**src/rtl/multicycle_ctrl.sv**
```systemverilog
// LEGv8 multicycle control sequencer.
// Steps FETCH/DECODE/EXECUTE/MEM/WRITEBACK over a shared req/ack memory.
module multicycle_ctrl #(
  parameter int MAX_WAIT = 15,
  parameter int CNT_W    = 32
) (
  input  logic             clock,
  input  logic             reset_n,
  input  logic [10:0]      opcode,
  input  logic             zero,
  input  logic             mem_ack,
  output logic             mem_req,
  output logic             mem_we,
  output logic             mem_sel,
  output logic             ir_write,
  output logic             pc_inc,
  output logic             pc_branch,
  output logic             reg2loc,
  output logic             alusrc,
  output logic             memtoreg,
  output logic             regwrite,
  output logic [1:0]       aluop,
  output logic [2:0]       state,
  output logic             halted,
  output logic [1:0]       fault,
  output logic [CNT_W-1:0] retired
);

  typedef enum logic [2:0] {
    S_FETCH  = 3'd0,
    S_DECODE = 3'd1,
    S_EXEC   = 3'd2,
    S_MEM    = 3'd3,
    S_WB     = 3'd4,
    S_HALT   = 3'd7
  } state_t;

  localparam logic [7:0] MW = 8'(MAX_WAIT);

  state_t           r_state;
  logic [10:0]      r_op;
  logic [7:0]       r_wait;
  logic [1:0]       r_fault;
  logic [CNT_W-1:0] r_ret;

  logic w_r, w_ld, w_st, w_cbz, w_b, w_ill;
  logic w_tmo;

  always_comb begin
    w_r   = (r_op == 11'b10001011000) || (r_op == 11'b11001011000) ||
            (r_op == 11'b10001010000) || (r_op == 11'b10101010000);
    w_ld  = (r_op == 11'b11111000010);
    w_st  = (r_op == 11'b11111000000);
    w_cbz = (r_op[10:3] == 8'b10110100);
    w_b   = (r_op[10:5] == 6'b000101);
    w_ill = !(w_r || w_ld || w_st || w_cbz || w_b);
    w_tmo = (r_wait == MW);
  end

  always_ff @(posedge clock or negedge reset_n) begin
    if (!reset_n) begin
      r_state <= S_FETCH;
      r_op    <= '0;
      r_wait  <= '0;
      r_fault <= 2'b00;
      r_ret   <= '0;
    end else begin
      case (r_state)
        S_FETCH: begin
          if (mem_ack) begin
            r_op    <= opcode;
            r_state <= S_DECODE;
            r_wait  <= '0;
          end else if (w_tmo) begin
            r_state <= S_HALT;
            r_fault <= 2'b10;
            r_wait  <= '0;
          end else begin
            r_wait <= r_wait + 8'd1;
          end
        end
        S_DECODE: begin
          if (w_ill) begin
            r_state <= S_HALT;
            r_fault <= 2'b01;
          end else begin
            r_state <= S_EXEC;
          end
        end
        S_EXEC: begin
          if (w_r) begin
            r_state <= S_WB;
          end else if (w_ld || w_st) begin
            r_state <= S_MEM;
          end else begin
            r_state <= S_FETCH;
            r_ret   <= r_ret + CNT_W'(1);
          end
        end
        S_MEM: begin
          if (mem_ack) begin
            r_wait <= '0;
            if (w_ld) begin
              r_state <= S_WB;
            end else begin
              r_state <= S_FETCH;
              r_ret   <= r_ret + CNT_W'(1);
            end
          end else if (w_tmo) begin
            r_state <= S_HALT;
            r_fault <= 2'b10;
            r_wait  <= '0;
          end else begin
            r_wait <= r_wait + 8'd1;
          end
        end
        S_WB: begin
          r_state <= S_FETCH;
          r_ret   <= r_ret + CNT_W'(1);
        end
        S_HALT: r_state <= S_HALT;
        default: begin
          r_state <= S_HALT;
          r_fault <= 2'b01;
        end
      endcase
    end
  end

  // Reset forces every control low asynchronously, even though state reads FETCH.
  always_comb begin
    mem_req   = 1'b0;
    mem_we    = 1'b0;
    mem_sel   = 1'b0;
    ir_write  = 1'b0;
    pc_inc    = 1'b0;
    pc_branch = 1'b0;
    reg2loc   = 1'b0;
    alusrc    = 1'b0;
    memtoreg  = 1'b0;
    regwrite  = 1'b0;
    aluop     = 2'b00;
    if (reset_n) begin
      case (r_state)
        S_FETCH: begin
          mem_req  = 1'b1;
          ir_write = mem_ack;
          pc_inc   = mem_ack;
        end
        S_DECODE: reg2loc = w_st || w_cbz;
        S_EXEC: begin
          if (w_r) begin
            aluop = 2'b10;
          end else if (w_ld || w_st) begin
            alusrc  = 1'b1;
            reg2loc = w_st;
          end else if (w_cbz) begin
            aluop     = 2'b01;
            reg2loc   = 1'b1;
            pc_branch = zero;
          end else if (w_b) begin
            pc_branch = 1'b1;
          end
        end
        S_MEM: begin
          mem_req = 1'b1;
          mem_sel = 1'b1;
          mem_we  = w_st;
          reg2loc = w_st;
          alusrc  = 1'b1;
        end
        S_WB: begin
          regwrite = 1'b1;
          memtoreg = w_ld;
          alusrc   = w_ld;
          aluop    = w_r ? 2'b10 : 2'b00;
        end
        default: ;
      endcase
    end
  end

  assign state   = r_state;
  assign halted  = reset_n && (r_state == S_HALT);
  assign fault   = r_fault;
  assign retired = r_ret;

endmodule
```
**config.mk**
```make
export PLATFORM = sky130hd
export DESIGN_NAME = multicycle_ctrl
export DESIGN_NICKNAME = d
export VERILOG_FILES = /design/src/rtl/multicycle_ctrl.sv
export SDC_FILE = /design/constraint.sdc
export NUM_CORES = 1
export LEC_CHECK = 0
export ABC_AREA = 1
export BUFFER_PORTS_ARGS = -buffer_cell sky130_fd_sc_hd__buf_4
export CORE_UTILIZATION = 58
export CTS_BUF_LIST = sky130_fd_sc_hd__clkbuf_4 sky130_fd_sc_hd__clkbuf_8
export CTS_CLUSTER_SIZE = 25
export DETAILED_ROUTE_END_ITERATION = 10
export PLACE_DENSITY = 0.9
export SLEW_MARGIN = 20
export SYNTH_ARGS = -nofsm -noshare
export SYNTH_HDL_FRONTEND = slang
export SYNTH_SLANG_ARGS = --single-unit
```
**constraint.sdc**
```tcl
create_clock -name clock -period 2.2 [get_ports clock]
set_input_delay 0.44 -clock clock [delete_from_list [all_inputs] [get_ports clock]]
set_output_delay 0.44 -clock clock [all_outputs]
set_load 0.1 [all_outputs]
```
==> results <==
- The run finished, with violations left.
- The final reports fail on setup timing.
- Max-cap violations in this run came to 0.
- Dividing total power by cell area gives a power density of 377 nW/um2.
- The first-pass detailed-route iteration total is 5.
- For this run, the share of the core covered by cells in the final layout is 0.815.
- The detailed router placed 4138 vias in this run.
- Averaged over all synthesized cells, the footprint is 6.99 um2.
- 65 I/O pins were placed.
- The die is 80.7 um wide.
- The initial antenna violation count is 0.
- The data arrival time of the critical path is 2320 ps.
- The largest net degree at the start of global routing is 44.
- The first global-routing pass estimated 17.9 mm of wire.
- The worst-path maximum fanout is 3.
- Yosys attributes the largest share of cell area to sky130_fd_sc_hd__dfrtp_1 (39%), sky130_fd_sc_hd__nand2_1 (19%), sky130_fd_sc_hd__nor2_1 (8.4%), sky130_fd_sc_hd__nand3_1 (6.8%), sky130_fd_sc_hd__xor2_1 (3.9%).
- Counting both buffers and inverters, the worst setup path holds a total of 4.
- The filler cells instantiated in the layout total 359.
- The critical path class is register to primary output.
- Counting tap cells, the placed design contains a total of 645 instances.
- The clock insertion delay at the later pin of the skew report is 330 ps.
- The worst min-delay path category is input port to asynchronous set/reset pin.
- TritonCTS built the clock tree.
- Across the routed clock network, the largest skew measured is 9.88 ps.
- The final weighted congestion of routability-driven global placement is 0.980.
- The signal on the critical path passes through nor2_4 > inv_2 > nor2_1 > nand3_1 > inv_2 > nand2_2 > o211ai_1 > nand2_1 > clkinvlp_4 > buf_12.
- The core box area is 5960 um2.
- The routed length per instance is 18.3 um.
- The layout-stage area growth over the synthesis result is 35.0%.
- The net count of the finished layout is 620.
- The height of the chip is 80.7 um.
- Prior to clock tree synthesis, the placed netlist has a worst setup slack of 8.40 ps.
- Setup slack on the critical path of the routed design comes to -561 ps.
- The aggregate global-route resource usage is 0.361.
- The final total power is 1.83 mW.
- The tree built by TritonCTS fans out to 56 sinks.
- The starting utilization of the core area is 0.603.
- The final count of pins violating max slew came to 0.
- The worst setup path is launched from a register.
- The maximum number of buffers from clock root to sink is 2.
- Summed over all layers, the global routing overflow is 0.
- Setup violations remaining at the end of the flow were counted as 32.
- On the worst path, the slowest cell contributes a delay of 460 ps.
- The worst setup path is captured at a primary output.
- Based on the critical path, the design can be clocked at up to 362 MHz.
- Setup repair after global routing could not meet its margin everywhere.
- The number of nets with antenna violations after routing is 0.
- The count of cells in the finished layout, fillers not included, comes to 679.
- After layout, the minimum clock period comes to 2760 ps.
- The share of the Yosys chip area taken by registers is 0.390.
- The cell with the largest stage delay on the worst path is sky130_fd_sc_hd__dfrtp_1.
- After technology mapping, the gate count stands at 514.
- Yosys mapped the design onto 33 distinct sky130hd cell types.
- The clock root buffer master is sky130_fd_sc_hd__clkbuf_8.
- The floorplan has 28 rows.
- The cell area after synthesis is 3590 um2.
- The largest area contributor in the synthesized netlist is sky130_fd_sc_hd__dfrtp_1.
- The number of buffers added by the clock tree synthesis step is 5.
- The slew at the pin closest to its max-slew limit is 732 ps.
- The clock transition time at the flip-flop clock pins of the worst setup and hold paths is 110 ps.
- For this design the static power due to leakage is 2.37 nW.
- Wires add up to 12.5 mm.
- The share of Yosys cell area claimed by the top area cell type is 0.390.
- Synthesis produced a netlist with a net count of 531.
- The post-route cell area is 4850 um2.
- The family with the most delay on the worst path is simple AND/OR/NAND/NOR gates.
- Data on the critical path is required at its endpoint by 1760 ps.
- 0 antenna diodes ended up in the layout.
- The via count of the first global-routing pass came to 3910.
- The fraction of the cycle the final worst path needs is 1.25.
- The deepest level of the CTS H-tree is 2.
- The detailed router finished its first iteration with 554 violations.
- After detailed placement, the total cell area comes to 4240 um2.
- In the final layout, the share of cells above drive strength 1 is 0.281.
- The number of hold-slack violations in the final timing report is 0.
- Using the TritonRoute via totals, the vias-per-cell ratio works out to 6.09.
- The worst max-slew margin expressed relative to the limit is 0.510.
- During placement, the flow inserted port buffers numbering 64.
- After synthesis the netlist holds a flip-flop and latch count of 56.
- The worst-case IR drop observed on VDD is 0.528 mV.
- The die covers 6510 um2.
- The number of remaining DRC errors is 0.
- The cell that appears most often on the critical path is sky130_fd_sc_hd__inv_2.
- The estimated wirelength of the detail-placed design is 7.07 mm.
- The warning count from the yosys run is 0.
flip-flops by register name (all words and copies together) (netlist names):
signal	count
state	3
retired	32
fault	2
r_wait	8
r_op	11
per-layer routing:
layer | global-route usage | vias up | part of all wire
met2 | 0.636 | 317 | 0.48
met4 | 0.189 | 0 | 0.063
met3 | 0.0705 | 97 | 0.095
met1 | 0.413 | 1911 | 0.36
met5 | 0 | - | 0
li1 | - | 1813 | -
cells by family after synthesis:
family	share of synthesized area
fa+ha+maj	0.00696
buf+inv	0.0609
simple gates	0.417
mux	0.0188
compound gates	0.0425
flops	0.390
xor+xnor	0.0634
metrics by stage:
step                TNS, ps  hold WS (ps)
floorplan             -1110           144
global placement          0           329
detailed placement        0           329
CTS                    -362           291
global route          -2210           297
finish                -1830           263
cells in the mapped netlist (all sizes together):
cell      n
o21bai    1
and2      1
nor2     86
o21ai     9
nand2   190
dfrtp    56
nand4     4
buf      10
xnor2    10
nor3      9
nand3b    8
ha        2
xor2     16
o22ai     4
a22oi     1
inv      37
a21oi    11
nand3    50
mux2      6
clkbuf    2
o211ai    1
report_power, final:
| group | internal [mW] | leakage [nW] | switching, mW | total, mW |
|---|---|---|---|---|
| logic | 0.0205 | 1.61 | 0.0436 | 0.0641 |
| clock network | 0.357 | 0.0592 | 0.378 | 0.735 |
| registers | 1.03 | 0.695 | 0 | 1.03 |
| total | 1.41 | 2.37 | 0.421 | 1.83 |
layout by cell type (no fill, tap or decap), types with 3 or more instances in the layout:
master and n:
sky130_fd_sc_hd__nand2_1 177, sky130_fd_sc_hd__buf_4 76, sky130_fd_sc_hd__nor2_1 72, sky130_fd_sc_hd__nand3_1 49, sky130_fd_sc_hd__dfrtp_1 47, sky130_fd_sc_hd__inv_1 25
sky130_fd_sc_hd__xor2_1 16, sky130_fd_sc_hd__buf_12 12, sky130_fd_sc_hd__nor2_4 11, sky130_fd_sc_hd__xnor2_1 10, sky130_fd_sc_hd__nand2_2 9, sky130_fd_sc_hd__a21oi_1 9
sky130_fd_sc_hd__nand3b_1 8, sky130_fd_sc_hd__inv_2 7, sky130_fd_sc_hd__nor3_4 6, sky130_fd_sc_hd__mux2_2 6, sky130_fd_sc_hd__dfrtp_2 6, sky130_fd_sc_hd__o21ai_0 5
sky130_fd_sc_hd__clkbuf_8 5, sky130_fd_sc_hd__nand4_1 4, sky130_fd_sc_hd__buf_6 4, sky130_fd_sc_hd__nor2_2 3, sky130_fd_sc_hd__o21ai_1 3, sky130_fd_sc_hd__o22ai_1 3
sky130_fd_sc_hd__dfrtp_4 3
cell type report:
class | instances | area (um2) | area share
multi-input combinational | 410 | 2200 | 0.454
clock inverter | 2 | 38.8 | 0.00799
timing repair buffer | 93 | 866 | 0.178
sequential | 56 | 1420 | 0.293
inverter | 37 | 156 | 0.0322
tap | 75 | 93.8 | 0.0193
clock buffer | 6 | 76.3 | 0.0157
final timing paths:
path,startpoint,cells past startpoint,to,slack [ps]
min in group clock,opcode[6],2,r_op[6],340
max in group asynchronous,reset_n,2,state[1],890
hold reg to reg,fault[1],2,fault[1],520
setup reg to reg,r_op[2],10,retired[17],-50
hold / removal,reset_n,2,fault[0],260
setup / recovery,r_op[2],10,alusrc,-560
repair_timing:
action	in CTS	in global routing
buffers inserted	11	13
pin swaps	10	10
endpoints found under the hold margin	13	0
cloned	1	0
endpoints found under the setup margin	11	43
gates resized for setup	43	32
hold buffers	1	0
Power figures use the tool's default switching activity.
